### config.mk
export PLATFORM = sky130hd
export DESIGN_NAME = mem_arbiter
export DESIGN_NICKNAME = d
export VERILOG_FILES = /design/src/rtl/mem_arbiter.sv
export SDC_FILE = /design/constraint.sdc
export NUM_CORES = 1
export LEC_CHECK = 0
export CORE_UTILIZATION = 45
export CTS_BUF_LIST = sky130_fd_sc_hd__clkbuf_4 sky130_fd_sc_hd__clkbuf_8
export DETAILED_ROUTE_END_ITERATION = 16
export PLACE_DENSITY = 0.87
export SYNTH_ARGS = -nofsm -noshare
export SYNTH_HDL_FRONTEND = slang
export SYNTH_SLANG_ARGS = --single-unit
export TNS_END_PERCENT = 1
### constraint.sdc
create_clock -name clk_i -period 5.9 [get_ports clk_i]
set_input_delay 0.59 -clock clk_i [delete_from_list [all_inputs] [get_ports clk_i]]
set_output_delay 0.59 -clock clk_i [all_outputs]
set_load 0.02 [all_outputs]
### src/rtl/mem_arbiter.sv
// -----------------------------------------------------------------------------
// mem_arbiter
//
// Purpose:
//   Shares one single-port memory between an instruction-fetch requester and
//   a data (load/store) requester. At most one transaction is in flight.
//   Data normally wins arbitration. A starvation counter guarantees the fetch
//   side a grant after STARVE_MAX consecutive data grants made while fetch
//   was waiting. Sub-word stores are lane-replicated with byte enables.
//   Sub-word loads are lane-selected and zero/sign-extended. Misaligned data
//   accesses are answered with an error and never reach memory.
//
// Optional feature (macro MEM_ARB_TIMEOUT_EN):
//   When defined, a wait counter aborts a memory access that has not been
//   acknowledged after TIMEOUT cycles. The served requester then gets err=1
//   and rdata=0. When undefined, the arbiter waits for ack indefinitely and
//   if_err_o is tied to 0.
//
// Parameters:
//   STARVE_MAX  consecutive data grants allowed while a fetch is pending
//   TIMEOUT     ack-wait limit in cycles (only with MEM_ARB_TIMEOUT_EN)
//
// Ports:
//   clk_i, rst_i       clock, asynchronous active-high reset
//   if_req_i/addr_i    fetch request (held until if_valid_o), word address
//   if_valid_o/err_o   one-cycle fetch response pulse and error flag
//   if_rdata_o         fetched word
//   d_req_i            data request (held until d_valid_o)
//   d_we_i             1 = store
//   d_acc_i            access size: 0 byte, 1 half, 2/3 word
//   d_sext_i           sign-extend sub-word loads
//   d_addr_i           byte address
//   d_wdata_i          right-aligned store data
//   d_valid_o/err_o    one-cycle data response pulse and error flag
//   d_rdata_o          extended load data (0 for stores and errors)
//   mem_req_o          memory request, held until mem_ack_i
//   mem_we_o           memory write
//   mem_addr_o         word address ([1:0] always 0)
//   mem_be_o           byte enables
//   mem_wdata_o        lane-replicated write data
//   mem_ack_i          transfer done; mem_rdata_i valid in the same cycle
//   mem_rdata_i        read word
//
// Handshake: a requester raises req with stable fields and keeps it high
// until it sees its valid pulse; it drops req on the clock edge that ends
// the response cycle. Requests are sampled only while the arbiter is idle.
// On the memory side, mem_req_o and its fields stay stable until the cycle
// in which mem_ack_i is seen high.
// -----------------------------------------------------------------------------

`default_nettype none

module mem_arbiter #(
  parameter int unsigned STARVE_MAX = 4,
  parameter int unsigned TIMEOUT    = 255
) (
  input  logic        clk_i,
  input  logic        rst_i,
  input  logic        if_req_i,
  input  logic [31:0] if_addr_i,
  output logic        if_valid_o,
  output logic        if_err_o,
  output logic [31:0] if_rdata_o,
  input  logic        d_req_i,
  input  logic        d_we_i,
  input  logic [1:0]  d_acc_i,
  input  logic        d_sext_i,
  input  logic [31:0] d_addr_i,
  input  logic [31:0] d_wdata_i,
  output logic        d_valid_o,
  output logic        d_err_o,
  output logic [31:0] d_rdata_o,
  output logic        mem_req_o,
  output logic        mem_we_o,
  output logic [31:0] mem_addr_o,
  output logic [3:0]  mem_be_o,
  output logic [31:0] mem_wdata_o,
  input  logic        mem_ack_i,
  input  logic [31:0] mem_rdata_i
);

  typedef enum logic [1:0] {
    IDLE   = 2'd0,
    BUSY_F = 2'd1,
    BUSY_D = 2'd2,
    RESP   = 2'd3
  } state_e;

  // The counter must be able to hold STARVE_MAX itself.
  localparam int unsigned SW = (STARVE_MAX < 1) ? 1 : $clog2(STARVE_MAX + 1);
  localparam logic [SW-1:0] STARVE_LIM = SW'(STARVE_MAX);

  // ---------------------------------------------------------------------------
  // Registered state and outputs
  // ---------------------------------------------------------------------------
  state_e        state_q;
  logic [SW-1:0] starve_q;

  logic        mem_req_q;
  logic        mem_we_q;
  logic [31:0] mem_addr_q;
  logic [3:0]  mem_be_q;
  logic [31:0] mem_wdata_q;

  logic        if_valid_q;
  logic [31:0] if_rdata_q;
  logic        d_valid_q;
  logic        d_err_q;
  logic [31:0] d_rdata_q;

  // Latched data-request fields needed to shape the load result.
  logic        d_we_q;
  logic [1:0]  d_acc_q;
  logic        d_sext_q;
  logic [1:0]  d_off_q;

`ifdef MEM_ARB_TIMEOUT_EN
  // Wait counter runs from 0 to TIMEOUT-1 while in BUSY_x.
  localparam int unsigned TW = (TIMEOUT > 1) ? $clog2(TIMEOUT) : 1;
  localparam logic [TW-1:0] WAIT_LAST = TW'((TIMEOUT > 0) ? TIMEOUT - 1 : 0);
  logic [TW-1:0] wait_q;
  logic          if_err_q;
`else
  // TIMEOUT only matters when the timeout feature is built in.
  localparam int unsigned UNUSED_TIMEOUT = TIMEOUT;
`endif

  // Fetch addresses are word aligned; the low bits carry no information.
  logic unused_if_addr_lsb;
  assign unused_if_addr_lsb = ^if_addr_i[1:0];

  // ---------------------------------------------------------------------------
  // Arbitration: data first, except when fetch has been passed over
  // STARVE_MAX times in a row.
  // ---------------------------------------------------------------------------
  logic take_f_c;
  logic take_d_c;

  always_comb begin
    take_f_c = if_req_i && (!d_req_i || (starve_q == STARVE_LIM));
    take_d_c = d_req_i && !take_f_c;
  end

  // ---------------------------------------------------------------------------
  // Data request decode: byte enables, lane replication, alignment check.
  // ---------------------------------------------------------------------------
  logic [3:0]  d_be_c;
  logic [31:0] d_wdata_c;
  logic        d_misal_c;

  always_comb begin
    d_be_c    = 4'b1111;
    d_wdata_c = d_wdata_i;
    d_misal_c = 1'b0;
    case (d_acc_i)
      2'd0: begin
        d_be_c    = 4'b0001 << d_addr_i[1:0];
        d_wdata_c = {4{d_wdata_i[7:0]}};
      end
      2'd1: begin
        d_be_c    = 4'b0011 << d_addr_i[1:0];
        d_wdata_c = {2{d_wdata_i[15:0]}};
        d_misal_c = d_addr_i[0];
      end
      default: begin
        // Size 3 is handled exactly like a word access.
        d_misal_c = |d_addr_i[1:0];
      end
    endcase
  end

  // ---------------------------------------------------------------------------
  // Load result shaping from the word returned by memory.
  // ---------------------------------------------------------------------------
  logic [31:0] ld_shift_c;
  logic [31:0] ld_data_c;

  always_comb begin
    ld_shift_c = mem_rdata_i >> {d_off_q, 3'b000};
    case (d_acc_q)
      2'd0:    ld_data_c = {{24{d_sext_q & ld_shift_c[7]}},  ld_shift_c[7:0]};
      2'd1:    ld_data_c = {{16{d_sext_q & ld_shift_c[15]}}, ld_shift_c[15:0]};
      default: ld_data_c = mem_rdata_i;
    endcase
    if (d_we_q) begin
      ld_data_c = 32'h0;
    end
  end

  // ---------------------------------------------------------------------------
  // Main FSM with registered outputs
  // ---------------------------------------------------------------------------
  always_ff @(posedge clk_i or posedge rst_i) begin
    if (rst_i) begin
      state_q     <= IDLE;
      starve_q    <= '0;
      mem_req_q   <= 1'b0;
      mem_we_q    <= 1'b0;
      mem_addr_q  <= 32'h0;
      mem_be_q    <= 4'h0;
      mem_wdata_q <= 32'h0;
      if_valid_q  <= 1'b0;
      if_rdata_q  <= 32'h0;
      d_valid_q   <= 1'b0;
      d_err_q     <= 1'b0;
      d_rdata_q   <= 32'h0;
      d_we_q      <= 1'b0;
      d_acc_q     <= 2'd0;
      d_sext_q    <= 1'b0;
      d_off_q     <= 2'd0;
`ifdef MEM_ARB_TIMEOUT_EN
      wait_q      <= '0;
      if_err_q    <= 1'b0;
`endif
    end else begin
      // Response outputs are only non-zero during the single RESP cycle.
      if_valid_q <= 1'b0;
      if_rdata_q <= 32'h0;
      d_valid_q  <= 1'b0;
      d_err_q    <= 1'b0;
      d_rdata_q  <= 32'h0;
`ifdef MEM_ARB_TIMEOUT_EN
      if_err_q   <= 1'b0;
`endif

      case (state_q)
        IDLE: begin
          if (take_f_c) begin
            state_q     <= BUSY_F;
            starve_q    <= '0;
            mem_req_q   <= 1'b1;
            mem_we_q    <= 1'b0;
            mem_addr_q  <= {if_addr_i[31:2], 2'b00};
            mem_be_q    <= 4'b1111;
            mem_wdata_q <= 32'h0;
`ifdef MEM_ARB_TIMEOUT_EN
            wait_q      <= '0;
`endif
          end else if (take_d_c) begin
            // Only grants that overtake a waiting fetch count as starvation.
            if (if_req_i && (starve_q != STARVE_LIM)) begin
              starve_q <= starve_q + 1'b1;
            end
            d_we_q   <= d_we_i;
            d_acc_q  <= d_acc_i;
            d_sext_q <= d_sext_i;
            d_off_q  <= d_addr_i[1:0];
            if (d_misal_c) begin
              // Answer directly; memory is never touched.
              state_q   <= RESP;
              d_valid_q <= 1'b1;
              d_err_q   <= 1'b1;
            end else begin
              state_q     <= BUSY_D;
              mem_req_q   <= 1'b1;
              mem_we_q    <= d_we_i;
              mem_addr_q  <= {d_addr_i[31:2], 2'b00};
              mem_be_q    <= d_be_c;
              mem_wdata_q <= d_wdata_c;
`ifdef MEM_ARB_TIMEOUT_EN
              wait_q      <= '0;
`endif
            end
          end
        end

        BUSY_F: begin
          if (mem_ack_i) begin
            state_q    <= RESP;
            mem_req_q  <= 1'b0;
            if_valid_q <= 1'b1;
            if_rdata_q <= mem_rdata_i;
          end
`ifdef MEM_ARB_TIMEOUT_EN
          else if (wait_q == WAIT_LAST) begin
            state_q    <= RESP;
            mem_req_q  <= 1'b0;
            if_valid_q <= 1'b1;
            if_err_q   <= 1'b1;
          end else begin
            wait_q <= wait_q + 1'b1;
          end
`endif
        end

        BUSY_D: begin
          if (mem_ack_i) begin
            state_q   <= RESP;
            mem_req_q <= 1'b0;
            d_valid_q <= 1'b1;
            d_rdata_q <= ld_data_c;
          end
`ifdef MEM_ARB_TIMEOUT_EN
          else if (wait_q == WAIT_LAST) begin
            state_q   <= RESP;
            mem_req_q <= 1'b0;
            d_valid_q <= 1'b1;
            d_err_q   <= 1'b1;
          end else begin
            wait_q <= wait_q + 1'b1;
          end
`endif
        end

        RESP: begin
          state_q <= IDLE;
        end

        default: begin
          state_q <= IDLE;
        end
      endcase
    end
  end

  // ---------------------------------------------------------------------------
  // Outputs
  // ---------------------------------------------------------------------------
  assign mem_req_o   = mem_req_q;
  assign mem_we_o    = mem_we_q;
  assign mem_addr_o  = mem_addr_q;
  assign mem_be_o    = mem_be_q;
  assign mem_wdata_o = mem_wdata_q;

  assign if_valid_o  = if_valid_q;
  assign if_rdata_o  = if_rdata_q;
  assign d_valid_o   = d_valid_q;
  assign d_err_o     = d_err_q;
  assign d_rdata_o   = d_rdata_q;

`ifdef MEM_ARB_TIMEOUT_EN
  assign if_err_o    = if_err_q;
`else
  assign if_err_o    = 1'b0;
`endif

endmodule

`default_nettype wire

==> flow_summary.ini, run 1 <==
[grt]
gr-total-overflow = 0
grt_max_degree = 126
grt_pass1_wl_um = 28600
grt_pass1_vias = 5457
grt_usage_pct = 25.1
antenna_found_initial = 0

[logic_synthesis]
synth-compound-area-share_pct = 16.4
ys_warn_count = 0
synth_adder_area_share_pct = 0.940
ys.flop_type = dfrtp_1
avgSynthCellArea_um2 = 10.7
ys_types = 51
ys_seq_area_share_pct = 54.9
ys_ff_latch = 146
yosys-top-cells-area = dfrtp_1 (55%), mux2i_1 (9.3%), nand2_1 (5.9%)
synth_edf_count = 0
synth_largest_area_cell = dfrtp_1
yosysTopAreaCellShare_pct = 54.9
synth_top_family_by_area = compound AO/OA/AOI/OAI gates
synthSimpleGateAreaFrac_pct = 12.6
synth_xor_area_share_pct = 0.132
synthArstFlopShare_pct = 100
syn_area_um2 = 6650
syn-instance-count = 622
synth_mux_area_share_pct = 10.0

[drt]
via_count = 5708
firstDrtPassIters = 5
ant_nets = 0
drt_iter0_markers = 272
wirelength_um = 18900
wl_per_cell_um = 17.8
drc = 0
vias_per_cell = 5.37

[place]
place_ws_ns = 2.80
place.gp.congestion = 0.832
place_area_um2 = 9330
post-dp-hpwl_um = 13900
numPortBuffers = 269

[worst_setup_path]
worstPathCellList = clkdlybuf4s50_1 > buf_4 > and2_1 > o32a_2 > buf_4 > o21ai_0
criticalPathCategory = in2reg
r2r_end = mem_addr_o[17]
path_common_cell = buf_4
cpMaxStageDelayCell = buf_4
rrSetupSlack_ns = 3.33
cp.required_ns = 6.15
critPathMaxStageDelay_ns = 0.84
rr_worst_depth = 6
critical_path.top_delay_family = buffers and inverters
crit_buf_inv = 3
critPathCaptureType = flip-flop
crit_fanout = 125
worstPathArrival_ns = 2.95
cp-start-kind = primary input
r2r-start = state_q[0]

[layout]
fin_nets = 1009
design_area_um2 = 9780
drive_above_1_share_pct = 7.39
layout_commonest_cell = clkdlybuf4s50_1
n_antenna_cell = 0
final_cell_mix = clkdlybuf4s50_1 (269), dfrtp_1 (146), nand2_1 (104), mux2i_1 (62), and3_1 (32)
area_delta_synth_final_pct = 47.0

[power]
cellPowerDensity_nw_per_um2 = 430
vdd_drop_max_v = 0.000289
p_leak_nw = 4.69
power_mw = 4.20

[min_path]
hold_start = mem_we_o
hold-path-endpoint = mem_we_o
hold_depth = 2
min_path_type = reg2reg

[sta]
rsz0062_at_grt = no
period_needed_ns = 2.69
tns_ns = 0
fin_crit_sh_pct = 45.6
fmax_ghz = 0.371
slew_headroom_pct = 23.9
hold_slack_ns = 0.475
hold_viol = 0
worst_pin_slew_ns = 1.14
setup_viol = 0
fin_ws_ns = 3.21
slew_violations = 0
fin_worst_skew_ns = 0.0131

[die]
die_w_um = 124
initial_core_util_pct = 45.9
num_rows = 44
dieHeight_um = 124
core_area_um2 = 14500
ioPinCount = 275
dieArea_um2 = 15300

[clock_tree]
cts_buffer_depth = 2
clkSinkCount = 146
cts_tree = built
clk_pin_slew_ns = 0.08
insertion_delay_ns = 0.43
post_cts_buffers = 0
numCtsBuffers = 17
htreeDepth = 4
cts-root-buf = clkbuf_8
ctsHoldBuffers = 0
cts-resized-gates = 0

[status]
outcome = finished, final reports clean

[run]
cap_viol_max_count = 0
Yosys cell counts, drive strengths merged, types with 2 or more instances:
cell type / number
dfrtp: 146
nand2: 105
nor2: 29
or2: 3
nand3: 3
mux2: 4
a22oi: 8
and3: 32
o22ai: 7
ha: 5
a21o: 25
a21bo: 2
a21oi: 19
o21ai: 52
o221a: 7
o31ai: 24
a31oi: 5
buf: 31
and2: 4
inv: 6
clkbuf: 20
nor2b: 4
mux2i: 62
report_power, final:
part / internal (mW) / switching [mW]
logic: 0.849 / 0.964
clock network: 0.490 / 0.367
registers: 1.30 / 0.232
registers in the layout, indices dropped and copies added (netlist names):
name         cells
d_err_o          1
if_valid_o       1
d_valid_o        1
d_acc_q          2
mem_req_o        1
mem_we_o         1
starve_q         3
if_rdata_o      32
d_off_q          2
mem_addr_o      30
mem_wdata_o     32
d_we_q           1
state_q          2
d_sext_q         1
d_rdata_o       32
mem_be_o         4
stage by stage:
step / instances / utilization [%]
2_1_floorplan: 624 / -
3_3_place_gp: 1032 / 64.5
3_5_place_dp: 1032 / 64.5
4_1_cts: 1063 / 67.5
5_1_grt: 1063 / 67.5
6_report: 1063 / 67.5
how the worst max path moves through the flow:
stage / start / end / slack (ns) / depth (start not counted)
floorplan: rst_i / d_acc_q[0] / 1.39 / 1
finish: d_acc_i[1] / mem_addr_o[17] / 3.21 / 6
global placement: d_acc_i[1] / mem_addr_o[18] / 2.86 / 6
global route: d_acc_i[1] / mem_addr_o[20] / 3.05 / 6
detailed placement: d_acc_i[1] / mem_addr_o[17] / 2.80 / 6
CTS: d_acc_i[1] / mem_addr_o[17] / 3.28 / 6
metal layers:
layer / part of all wire [%] / GRT usage [%] / wire length, µm / vias up
met1: 37 / 27.9 / 6980 / 2715
li1: - / - / - / 2661
met3: 8.5 / 7.51 / 1610 / 52
met2: 50 / 42.6 / 9470 / 280
met4: 4.6 / 14.5 / 866 / 0
met5: 0 / 0 / 0 / -
cell families (layout without fill, tap and decap cells):
group,count (synthesis),in the layout
compound gates,159,159
xor+xnor,1,1
fa+ha+maj,5,5
buf+inv,57,312
flops,146,146
mux,66,66
other cells,1,3
simple gates,187,187
worst reg2reg max path: cells and delay by family, from the launching register on:
kind,cells,cell delay [ns]
AOI/OAI and AO/OA,2,0.51
DFF,1,0.37
buffers and inverters,2,0.91
adders and majority gates,1,0.32
and+or+nand+nor,1,0.28
layout make-up:
cell class	count	area [µm²]
clock buffer	24	324
sequential	146	3650
inverter	6	27.5
fill	1128	4700
tap	184	230
timing repair buffer	275	2740
multi-input combinational	421	2680
clock inverter	7	121
Note: power is estimated with default switching activity, not from simulation.
==> inputs of run 2 (changes only) <==
==> constraint.sdc (replaced) <==
create_clock -name clk_i -period 2.6 [get_ports clk_i]
set_input_delay 0.26 -clock clk_i [delete_from_list [all_inputs] [get_ports clk_i]]
set_output_delay 0.26 -clock clk_i [all_outputs]
set_load 0.02 [all_outputs]
==> run 2 against run 1 <==
Sequential power up 120%; register-to-register slack worse by 3.0 ns; core utilization increased by 0.99 points; power up 130%; first-iteration DRC count increased by 29%; combinational power increased by 140%; count of clock-buffer cells in the layout shrank 5.
==> flow_summary.ini, run 2 (synthesis results as in run 1) <==
[worst_setup_path]
cp-start-kind = flip-flop
cp.required_ns = 2.95
critPathCaptureType = flip-flop
worstPathArrival_ns = 2.59
criticalPathCategory = reg2reg
crit_fanout = 51

[drt]
drt_iter0_markers = 352
wl_per_cell_um = 17.9
via_count = 5684
firstDrtPassIters = 5
vias_per_cell = 5.28
ant_nets = 0
wirelength_um = 19300
drc = 0

[sta]
fin_crit_sh_pct = 86.2
slew_headroom_pct = 37.6
worst_pin_slew_ns = 0.935
period_needed_ns = 2.24
setup_viol = 0
fmax_ghz = 0.446
fin_worst_skew_ns = 0.0158
rsz0062_at_grt = no
hold_slack_ns = 0.194
hold_viol = 0
slew_violations = 0
tns_ns = 0

[layout]
area_delta_synth_final_pct = 49.1
fin_nets = 1022
multiInputGateArea_um2 = 2680
final_cell_mix = clkdlybuf4s50_1 (269), dfrtp_1 (146), nand2_1 (104), mux2i_1 (62), and3_1 (32)
final-seq-area_um2 = 3650
drive_above_1_share_pct = 8.85
n_antenna_cell = 0
layout_commonest_cell = clkdlybuf4s50_1
design_area_um2 = 9920
fillers = 1098
final_cells = 1077

[grt]
grt_pass1_vias = 5502
grt_usage_pct = 25.9
grt_pass1_wl_um = 29200
grt_max_degree = 60
antenna_found_initial = 0
gr-total-overflow = 0

[place]
place.gp.congestion = 0.859
place_area_um2 = 9520
post-dp-hpwl_um = 14600
place_inst = 1045
numPortBuffers = 269

[clock_tree]
numCtsBuffers = 17
insertion_delay_ns = 0.46
clkSinkCount = 146
htreeDepth = 4
cts-resized-gates = 0
clk_pin_slew_ns = 0.09
cts-root-buf = clkbuf_8
post_cts_buffers = 0
cts_buffer_depth = 2
cts_tree = built
ctsHoldBuffers = 0

[die]
num_rows = 44
dieArea_um2 = 15300
core_area_um2 = 14500
dieHeight_um = 124
ioPinCount = 275
initial_core_util_pct = 45.9
die_w_um = 124

[run]
cap_viol_max_count = 0

[min_path]
min_path_type = in2async

[status]
outcome = finished, final reports clean

[power]
cellPowerDensity_nw_per_um2 = 958
p_leak_nw = 4.76
power_mw = 9.51
vdd_drop_max_v = 0.000705
## run 2: cell count changes in the layout (fill, tap and decap cells not counted), sizes merged
cell	previous run	this run
clkbuf	24	19
buf	6	19
bufinv	3	2
clkinv	1	3
clkinvlp	3	4
inv	6	10
## run 2: final timing paths
check	start	end	slack [ns]	cells after the start
setup / recovery	state_q[0]	mem_wdata_o[10]	0.36	6
hold / removal	rst_i	if_rdata_o[7]	0.19	2
setup reg to reg	state_q[0]	mem_wdata_o[10]	0.36	6
hold reg to reg	mem_addr_o[19]	mem_addr_o[19]	0.49	2
max in group asynchronous	rst_i	mem_wdata_o[24]	1.68	4
min in group clk_i	d_sext_i	d_sext_q	0.35	3
## run 2: per-stage QoR
step | utilization, % | worst slack [ns]
after floorplan | - | 0.507
after global placement | 65.7 | 0.464
after detailed placement | 65.7 | 0.388
after CTS | 68.5 | 0.378
after global routing | 68.5 | 0.201
final | 68.5 | 0.360
## run 2: power breakdown
part	total, mW	switching (mW)	internal (mW)
Combinational	4.35	2.36	2.00
Clock	1.82	0.912	0.904
Sequential	3.33	0.383	2.95
Total	9.51	3.65	5.85
## run 2: worst max-delay path: stages, from the launching register on
cell and delay [ns]:
dfrtp_1 0.40, inv_1 0.09, ha_1 0.37, nand2_1 0.17, o32a_2 0.52, buf_12 0.25, o31ai_1 0.32
## run 2: per-layer routing
| metal | share of wire [%] | up-vias | global-route usage [%] |
|---|---|---|---|
| met2 | 50 | 282 | 44.4 |
| met3 | 9.4 | 42 | 8.38 |
| met1 | 37 | 2665 | 28.8 |
| met5 | 0 | - | 0 |
| li1 | - | 2695 | - |
| met4 | 3.7 | 0 | 13.0 |
## run 2: final cells by class
cell class | count | share of cell area, %
Sequential cell | 146 | 36.8
Timing Repair Buffer | 288 | 29.5
Multi-Input combinational cell | 421 | 27.1
Clock buffer | 19 | 2.57
Tap cell | 184 | 2.32
Clock inverter | 13 | 1.50
Inverter | 6 | 0.265
